File: config.mk
export PLATFORM = sky130hd
export DESIGN_NAME = regfile_wb_arbiter_flat
export DESIGN_NICKNAME = d
export VERILOG_FILES = /design/src/rtl/regfile_wb_arbiter_if.sv /design/src/rtl/regfile_wb_arbiter.sv /design/src/flat_wrapper.sv
export SDC_FILE = /design/constraint.sdc
export NUM_CORES = 1
export LEC_CHECK = 0
export BUFFER_PORTS_ARGS = -buffer_cell sky130_fd_sc_hd__buf_4
export CAP_MARGIN = 40
export CORE_ASPECT_RATIO = 2
export CORE_UTILIZATION = 40
export CTS_CLUSTER_SIZE = 30
export DETAILED_ROUTE_END_ITERATION = 10
export PLACE_DENSITY = 0.77
export SETUP_SLACK_MARGIN = 0.5
export SLEW_MARGIN = 20
export SYNTH_ARGS = -nofsm -noshare
export SYNTH_HDL_FRONTEND = slang
export SYNTH_SLANG_ARGS = --single-unit
File: constraint.sdc
create_clock -name clk -period 2.42 [get_ports clk]
set_input_delay 0.363 -clock clk [delete_from_list [all_inputs] [get_ports clk]]
set_output_delay 0.363 -clock clk [all_outputs]
set_load 0.005 [all_outputs]
File: src/rtl/regfile_wb_arbiter_if.sv
// Write-back bus for regfile_wb_arbiter: ALU and load requesters, load-issue
// scoreboard updates, hazard check, and the register-file write port.
interface regfile_wb_arbiter_if;
   logic        alu_valid;
   logic [2:0]  alu_dest;
   logic [15:0] alu_data;
   logic        alu_hb;
   logic        alu_lb;
   logic        alu_ready;

   logic        ld_valid;
   logic [2:0]  ld_dest;
   logic [15:0] ld_data;
   logic        ld_hb;
   logic        ld_lb;
   logic        ld_ready;

   logic        ld_issue;
   logic [2:0]  ld_issue_dest;
   logic [2:0]  chk_a;
   logic [2:0]  chk_b;
   logic        hazard;
   logic [7:0]  busy;

   logic        rf_we;
   logic [2:0]  rf_dest;
   logic [15:0] rf_data;
   logic        rf_hb;
   logic        rf_lb;

   modport master (
      output alu_valid, alu_dest, alu_data, alu_hb, alu_lb,
      input  alu_ready,
      output ld_valid, ld_dest, ld_data, ld_hb, ld_lb,
      input  ld_ready,
      output ld_issue, ld_issue_dest, chk_a, chk_b,
      input  hazard, busy,
      input  rf_we, rf_dest, rf_data, rf_hb, rf_lb
   );

   modport slave (
      input  alu_valid, alu_dest, alu_data, alu_hb, alu_lb,
      output alu_ready,
      input  ld_valid, ld_dest, ld_data, ld_hb, ld_lb,
      output ld_ready,
      input  ld_issue, ld_issue_dest, chk_a, chk_b,
      output hazard, busy,
      output rf_we, rf_dest, rf_data, rf_hb, rf_lb
   );
endinterface

File: src/rtl/regfile_wb_arbiter.sv
// Shares the register-file write port between ALU and load returns, with a
// load scoreboard. Define WB_HAZARD_BYPASS_EN to drop hazard during the clearing load.
module regfile_wb_arbiter #(
   parameter int unsigned MAX_WAIT = 3
) (
   input  logic                clk,
   input  logic                rst_n,
   regfile_wb_arbiter_if.slave bus
);
   localparam int unsigned CW = $clog2(MAX_WAIT + 1);

   logic [CW-1:0] r_wait_cnt;
   logic          r_rf_we;
   logic [2:0]    r_rf_dest;
   logic [15:0]   r_rf_data;
   logic          r_rf_hb;
   logic          r_rf_lb;
   logic [7:0]    r_busy;

   logic          w_starve;
   logic          w_alu_ready;
   logic          w_ld_ready;
   logic          w_alu_xfer;
   logic          w_ld_xfer;
   logic [7:0]    w_busy_nxt;
   logic [7:0]    w_busy_chk;

   assign w_starve    = (r_wait_cnt == CW'(MAX_WAIT));
   assign w_ld_ready  = !(w_starve && bus.alu_valid);
   assign w_alu_ready = !bus.ld_valid || w_starve;
   assign w_alu_xfer  = bus.alu_valid && w_alu_ready;
   assign w_ld_xfer   = bus.ld_valid && w_ld_ready;

   // Clear before set so a same-register issue keeps the new load outstanding
   always_comb begin
      w_busy_nxt = r_busy;
      if (w_ld_xfer)
         w_busy_nxt[bus.ld_dest] = 1'b0;
      if (bus.ld_issue)
         w_busy_nxt[bus.ld_issue_dest] = 1'b1;
   end

   always_comb begin
      w_busy_chk = r_busy;
`ifdef WB_HAZARD_BYPASS_EN
      if (w_ld_xfer)
         w_busy_chk[bus.ld_dest] = 1'b0;
`endif
   end

   always_ff @(posedge clk or negedge rst_n) begin
      if (!rst_n) begin
         r_wait_cnt <= '0;
      end else if (!bus.alu_valid || w_alu_xfer) begin
         r_wait_cnt <= '0;
      end else if (!w_starve) begin
         r_wait_cnt <= r_wait_cnt + 1'b1;
      end
   end

   always_ff @(posedge clk or negedge rst_n) begin
      if (!rst_n) begin
         r_rf_we   <= 1'b0;
         r_rf_dest <= '0;
         r_rf_data <= '0;
         r_rf_hb   <= 1'b0;
         r_rf_lb   <= 1'b0;
      end else begin
         r_rf_we <= w_alu_xfer || w_ld_xfer;
         if (w_alu_xfer) begin
            r_rf_dest <= bus.alu_dest;
            r_rf_data <= bus.alu_data;
            r_rf_hb   <= bus.alu_hb;
            r_rf_lb   <= bus.alu_lb;
         end else if (w_ld_xfer) begin
            r_rf_dest <= bus.ld_dest;
            r_rf_data <= bus.ld_data;
            r_rf_hb   <= bus.ld_hb;
            r_rf_lb   <= bus.ld_lb;
         end
      end
   end

   always_ff @(posedge clk or negedge rst_n) begin
      if (!rst_n)
         r_busy <= '0;
      else
         r_busy <= w_busy_nxt;
   end

   assign bus.alu_ready = w_alu_ready;
   assign bus.ld_ready  = w_ld_ready;
   assign bus.hazard    = w_busy_chk[bus.chk_a] | w_busy_chk[bus.chk_b];
   assign bus.busy      = r_busy;
   assign bus.rf_we     = r_rf_we;
   assign bus.rf_dest   = r_rf_dest;
   assign bus.rf_data   = r_rf_data;
   assign bus.rf_hb     = r_rf_hb;
   assign bus.rf_lb     = r_rf_lb;
endmodule

File: src/flat_wrapper.sv
// flat-port wrapper written by rule: the top's interface ports become plain ports
module regfile_wb_arbiter_flat 
#(
   parameter int unsigned MAX_WAIT = 3
)
  (clk, rst_n, bus_alu_valid, bus_alu_dest, bus_alu_data, bus_alu_hb, bus_alu_lb, bus_alu_ready, bus_ld_valid, bus_ld_dest, bus_ld_data, bus_ld_hb, bus_ld_lb, bus_ld_ready, bus_ld_issue, bus_ld_issue_dest, bus_chk_a, bus_chk_b, bus_hazard, bus_busy, bus_rf_we, bus_rf_dest, bus_rf_data, bus_rf_hb, bus_rf_lb);
  regfile_wb_arbiter_if bus_i ();
  input  logic clk;
  input  logic rst_n;
  input wire logic [$bits(bus_i.alu_valid)-1:0] bus_alu_valid;
  input wire logic [$bits(bus_i.alu_dest)-1:0] bus_alu_dest;
  input wire logic [$bits(bus_i.alu_data)-1:0] bus_alu_data;
  input wire logic [$bits(bus_i.alu_hb)-1:0] bus_alu_hb;
  input wire logic [$bits(bus_i.alu_lb)-1:0] bus_alu_lb;
  output wire logic [$bits(bus_i.alu_ready)-1:0] bus_alu_ready;
  input wire logic [$bits(bus_i.ld_valid)-1:0] bus_ld_valid;
  input wire logic [$bits(bus_i.ld_dest)-1:0] bus_ld_dest;
  input wire logic [$bits(bus_i.ld_data)-1:0] bus_ld_data;
  input wire logic [$bits(bus_i.ld_hb)-1:0] bus_ld_hb;
  input wire logic [$bits(bus_i.ld_lb)-1:0] bus_ld_lb;
  output wire logic [$bits(bus_i.ld_ready)-1:0] bus_ld_ready;
  input wire logic [$bits(bus_i.ld_issue)-1:0] bus_ld_issue;
  input wire logic [$bits(bus_i.ld_issue_dest)-1:0] bus_ld_issue_dest;
  input wire logic [$bits(bus_i.chk_a)-1:0] bus_chk_a;
  input wire logic [$bits(bus_i.chk_b)-1:0] bus_chk_b;
  output wire logic [$bits(bus_i.hazard)-1:0] bus_hazard;
  output wire logic [$bits(bus_i.busy)-1:0] bus_busy;
  output wire logic [$bits(bus_i.rf_we)-1:0] bus_rf_we;
  output wire logic [$bits(bus_i.rf_dest)-1:0] bus_rf_dest;
  output wire logic [$bits(bus_i.rf_data)-1:0] bus_rf_data;
  output wire logic [$bits(bus_i.rf_hb)-1:0] bus_rf_hb;
  output wire logic [$bits(bus_i.rf_lb)-1:0] bus_rf_lb;
  assign bus_i.alu_valid = bus_alu_valid;
  assign bus_i.alu_dest = bus_alu_dest;
  assign bus_i.alu_data = bus_alu_data;
  assign bus_i.alu_hb = bus_alu_hb;
  assign bus_i.alu_lb = bus_alu_lb;
  assign bus_alu_ready = bus_i.alu_ready;
  assign bus_i.ld_valid = bus_ld_valid;
  assign bus_i.ld_dest = bus_ld_dest;
  assign bus_i.ld_data = bus_ld_data;
  assign bus_i.ld_hb = bus_ld_hb;
  assign bus_i.ld_lb = bus_ld_lb;
  assign bus_ld_ready = bus_i.ld_ready;
  assign bus_i.ld_issue = bus_ld_issue;
  assign bus_i.ld_issue_dest = bus_ld_issue_dest;
  assign bus_i.chk_a = bus_chk_a;
  assign bus_i.chk_b = bus_chk_b;
  assign bus_hazard = bus_i.hazard;
  assign bus_busy = bus_i.busy;
  assign bus_rf_we = bus_i.rf_we;
  assign bus_rf_dest = bus_i.rf_dest;
  assign bus_rf_data = bus_i.rf_data;
  assign bus_rf_hb = bus_i.rf_hb;
  assign bus_rf_lb = bus_i.rf_lb;
  regfile_wb_arbiter #(.MAX_WAIT(MAX_WAIT)) u_core (.clk(clk), .rst_n(rst_n), .bus(bus_i));
endmodule
Word level (Yosys, flattened, before mapping)
Index checks and enable logic that the tools add are counted.
Widths: inputs -> output; s select.
{"block": "word_totals", "ff_bits": 32, "word_cells": 52}
{"block": "classes", "n_lt_le_gt_ge": 6, "n_reduce_logical": 12, "addsub": 1, "n_bitwise": 4, "n_eq_ne": 2, "mux": 20}
{"op": "$mux 16", "n": 2}
{"op": "$lt 3x4->1 const B", "n": 4}
{"op": "$mux 8", "n": 2}
{"op": "$and 8x8->8", "n": 1}
{"op": "$mux 1", "n": 8}
{"op": "$not 8->8", "n": 1}
{"op": "$or 8x8->8", "n": 1}
{"op": "$bmux 1 s3", "n": 2}
{"op": "$demux 1 s3", "n": 2}
{"op": "$ge 3x1->1 const B", "n": 2}
{"op": "$mux 3", "n": 2}
{"op": "$logic_and 1x1->1", "n": 5}
{"op": "$mux 2", "n": 2}
{"op": "$logic_not 1->1", "n": 3}
{"op": "$logic_or 1x1->1", "n": 3}
{"op": "$add 2x1->2 const B", "n": 1}
{"op": "$eq 2x2->1 const B", "n": 1}
{"op": "$ne 2x2->1 const B", "n": 1}
{"op": "$reduce_bool 2->1", "n": 1}
{"op": "$or 1x1->1", "n": 1}

Logic depth before layout (Yosys ltp)
{"block": "depth", "word_depth": 9, "mapped_depth": 6}

Worst setup path after synthesis
Ideal clock, no wire load.
{"block": "synth_path", "path_kind": "reg2reg", "start": "register u_core.r_wait_cnt[0]", "end": "register u_core.r_rf_data[0] (netlist: u_core.bus.rf_data[0])", "t_required_ps": 2290, "path_stages_with_launch": 7, "arrival_time_ps": 1280, "slack_ps": 1010, "path_cell_list": "dfrtp_1 -> ha_1 -> nand2b_1 -> buf_2 -> buf_2 -> a32oi_1 -> o21ai_0"}
{"block": "synth_between", "word_cells_on_any_way": 8}
{"item": "start: declaration", "line": "regfile_wb_arbiter.sv:12", "text": "logic [CW-1:0] r_wait_cnt;"}
{"item": "start signal: assignment", "line": "regfile_wb_arbiter.sv:57", "text": "r_wait_cnt <= r_wait_cnt + 1'b1;"}
{"item": "$eq 2x2->1 *", "line": "regfile_wb_arbiter.sv:28", "text": "assign w_starve = (r_wait_cnt == CW'(MAX_WAIT));"}
{"item": "$logic_or 1x1->1 *", "line": "regfile_wb_arbiter.sv:30", "text": "assign w_alu_ready = !bus.ld_valid || w_starve;"}
{"item": "via bus_alu_ready", "line": "flat_wrapper.sv:15", "text": "output wire logic [$bits(bus_i.alu_ready)-1:0] bus_alu_ready;"}
{"item": "$logic_and 1x1->1 *", "line": "regfile_wb_arbiter.sv:31", "text": "assign w_alu_xfer = bus.alu_valid && w_alu_ready;"}
{"item": "$mux 16 / $reduce_bool 2->1 (equally long branches)"}
{"item": "end signal: assignment", "line": "regfile_wb_arbiter.sv:72", "text": "r_rf_data <= bus.alu_data;"}
{"item": "end signal: assignment", "line": "regfile_wb_arbiter.sv:77", "text": "r_rf_data <= bus.ld_data;"}
{"item": "end: declaration", "line": "regfile_wb_arbiter.sv:15", "text": "logic [15:0] r_rf_data;"}
The timed path passes the listed nets; every way through them passes the cells marked *.
A chain may end at the register's enable or synchronous reset.

Worst setup path after layout
{"block": "layout_path", "start": "register u_core.r_busy[3] (netlist: u_core.bus.busy[3])", "end": "output bus_hazard"}
{"block": "layout_between", "elab_chain_len": 3, "word_cells_on_any_way": 5}
{"item": "start: declaration", "line": "regfile_wb_arbiter.sv:18", "text": "logic [7:0] r_busy;"}
{"item": "start signal: assignment", "line": "regfile_wb_arbiter.sv:88", "text": "r_busy <= w_busy_nxt;"}
{"item": "$bmux 1 s3", "line": "regfile_wb_arbiter.sv:93", "text": "assign bus.hazard = w_busy_chk[bus.chk_a] | w_busy_chk[bus.chk_b];"}
{"item": "$mux 1 (not written as such)", "line": "regfile_wb_arbiter.sv:93"}
{"item": "$or 1x1->1 *", "line": "regfile_wb_arbiter.sv:93"}
{"item": "end: declaration", "line": "flat_wrapper.sv:26", "text": "output wire logic [$bits(bus_i.hazard)-1:0] bus_hazard;"}
Every way passes the cells marked *; elsewhere a longest branch is shown, timed or not. The select of a mux whose other input is x is not followed.

==> summary.md <==
| Metric | Value |
|---|---|
| Outcome | complete, no violations |
| Initial core utilization | 41.57% |
| Slew Limit Fails | 0 |
| GP Congestion | 0.8707 |
| CTS max path bufs | 2 |
| Worst-Margin Slew | 0.8409 ns |
| CTS tree | done |
| Post-Synth Simple-Gate Area | 10.97% |
| Top-area cell type share of the netlist area | about 47% |
| Final hold vios | 0 |
| Setup Skew | 0.004228 ns |
| PortBufs | 88 |
| Ys flop type | dfrtp_1 |
| Mux cell area share after synthesis | under 10% |
| Yosys top cell by area | dfrtp_1 |
| Avg Cell Area, Syn | between 10 and 15 um^2 |
| Largest cells by area after synthesis | dfrtp_1 (47%), o221a_2 (6.6%), a32oi_1 (5.7%) |
| Max cap viols | 0 |
| Async SR Flop Fraction | 100.0% |
| Total track usage | a little under a quarter |
| Die area | ~4500 um^2 |
| Headroom to the max-slew limit | ~44% |
| Number of CTS-inserted buffers | 5 |
| Synthesized Nets | between 200 and 250 |
| Peak VDD IR | between 0.4 and 0.5 mV |
| Share of layout cells above drive strength 1 | 50.81% |
| I/O pins | 89 |
| Pre-CTS WS | approximately 0.75 ns |
| Cell with the most instances after synthesis | dfrtp_1 |
| Max Clk Rate | roughly 530 MHz |
| Core Util, Final | between 60% and 70% |
| Antenna violation net count after detailed routing | 0 |
| Max incr delay on CP | 0.49 ns |
| Diode count | 0 |
| Core ar. | 4088 um^2 |
| Post-synth EDFFs | 0 |
| Grt ovf | 0 |
| Delay-heaviest family, CP | multiplexers |
| Final HPWL DP | roughly 3.6 mm |
| CP required | roughly 2.1 ns |
| Register area share after synthesis | between 40% and 50% |
| CP startpoint | u_core.bus.busy[3] |
| Minimum clock period | approximately 1.9 ns |
| Drt via density | between 5 and 6 |
| Max H-tree Level | 2 |
| Hold WC Path Type | in2async |
| Cells along the critical path | mux4_2, mux2i_1, nand2_1, buf_6 |
| Initial DRC count | between 40 and 50 |
| Drt total wl | a little under 5 mm |
| Vias | roughly 1600 |
| Slowest cell on the critical path | mux4_2 |
| Mapped Area | 1699 um^2 |
| FF+latch count, synth | 32 |
| WL per Instance | around 16 um |
| Worst path bufs/invs | 1 |
| Largest family of logic cells by synthesized area | compound AO/OA/AOI/OAI gates |
| CP Launch Type | flop |
| Adder-Cell Fraction of Synth Area | 0.7364% |
| Largest net degree at the start of global routing | 33 |
| Post-Syn Instances | about 160 |
| Clock transition at path regs | about 0.07 ns |
| Final setup fails | 0 |
| Initial antenna violation count | 0 |
| Lkg Pwr | between 1 and 1.5 nW |
| PnR worst setup slack | 0.5295 ns |
| Setup TNS | 0 ns |
| Distinct cells, synth | 26 |
| First-pass GRT wire length | ~7.2 mm |
| # rows | 33 |
| WP data arrival | about 1.5 ns |
| # clock sinks | 32 |
| Commonest cells in the netlist | dfrtp_1 (32), o21ai_0 (17), inv_1 (14) |
| Crit Reg-Reg Startpoint | u_core.r_wait_cnt[0] |
| Critical Path End Type | output port |
| Die height | 94.17 um |
| Compound-gate portion of the synthesized area | 27.76% |
| Die X-Extent | roughly 48 um |
| RSZ-0062 raised after global routing | yes |
| Pwr Density | approximately 580 nW/um^2 |
| Root Buffer | clkbuf_8 |
| Tcrit/Tclk final | between 70% and 80% |
| Layout area overhead | 47.64% |
| # DRC | 0 |
| DR pass1 iterations | 4 |
| Critical Path Fanout Max | 4 |
| Vias in the first global route | approximately 1600 |
| Xor/xnor cell area share of the yosys netlist | 0% |
| Skew-Pair Late Insertion Delay | around 0.28 ns |
| NumNets Final | roughly 300 |
| Synth Warn # | 0 |
| Critical setup path kind | reg2out |
==> cell type report <==
type                       count  area [um^2]
clock inverter                 1        5.005
tap                           52        65.06
fill                         359         1579
inverter                      14        52.55
clock buffer                   6        72.57
timing repair buffer          95        724.4
multi-input combinational     98        788.3
sequential                    32        800.8
==> report_power, final <==
part / internal [W] / switching, W / total [W] / leakage, nW
Sequential: 0.000599 / 0.0000525 / 0.000652 / 0.380
Clock: 0.000195 / 0.000187 / 0.000382 / 0.0410
Combinational: 0.000259 / 0.000156 / 0.000415 / 0.784
Total: 0.00105 / 0.000395 / 0.00145 / 1.21
==> registers in the layout, summed over array words and instances (netlist names) <==
signal / cells
u_core.bus.busy: 8
u_core.bus.rf_data: 16
u_core.bus.rf_dest: 3
u_core.bus.rf_hb: 1
u_core.bus.rf_lb: 1
u_core.bus.rf_we: 1
u_core.r_wait_cnt: 2
==> worst register-to-register path, stage by stage, from the launching register on <==
cell and delay [ns]:
dfrtp_1 0.39, ha_1 0.23, a21boi_1 0.65, a32oi_1 0.12
o21ai_0 0.13
==> timing repair <==
| action | CTS | global route |
|---|---|---|
| hold buffers | 0 | 0 |
| pin swaps | 0 | 0 |
| resized for setup | 2 | 2 |
| setup buffers | 0 | 5 |
| setup endpoints to repair | 1 | 2 |
==> final timing paths <==
check                           cells after the start  slack [ns]               endpoint
worst min-delay path                                1        0.01  u_core.bus.rf_data[4]
max in group asynchronous                           1        2.10     u_core.bus.busy[3]
worst max-delay path                                4        0.53             bus_hazard
worst min register to register                      1        0.46   u_core.r_wait_cnt[0]
worst max register to register                      4        0.83  u_core.bus.rf_data[7]
min in group clk                                    2        0.29     u_core.bus.busy[0]
==> cell usage in the layout (no fill, tap or decap), types with 2 or more instances in the layout <==
cell and n:
buf_4 92, dfrtp_1 32, o21ai_0 17, inv_1 14
nand2b_1 11, a32oi_1 11, o221a_2 10, or2_2 8
a21o_1 8, o41ai_1 6, nand2_1 5, clkbuf_8 5
o31ai_1 4, mux4_2 4, buf_6 3, mux2i_1 2
nor2b_1 2, a211o_1 2
==> per-stage QoR <==
step                total power, W  hold WS (ns)  instances  area [um^2]
floorplan                0.0008164       0.06741        157         1699
global placement          0.001036        0.3237        286         2375
detailed placement        0.001046        0.3274        286         2375
CTS                       0.001434       0.02231        293         2464
global route              0.001526       0.04151        298         2509
finish                    0.001449       0.01105        298         2509
==> cells by family (layout without fill, tap and decap cells) <==
| logic type | count (synthesis) | in the layout |
|---|---|---|
| buffers and inverters | 27 | 116 |
| DFF | 32 | 32 |
| adders and majority gates | 1 | 1 |
| and+or+nand+nor | 31 | 31 |
| muxes | 6 | 6 |
| AOI/OAI and AO/OA | 60 | 60 |
==> layer usage <==
metal,global-route usage [%],vias to the layer above,wire length [um]
met5,0,-,0
met4,13.19,0,199
met3,3.654,18,191
met2,38.29,57,2813
met1,24.11,793,1670
li1,-,767,-
No activity file was read; power rests on OpenSTA's default activity.
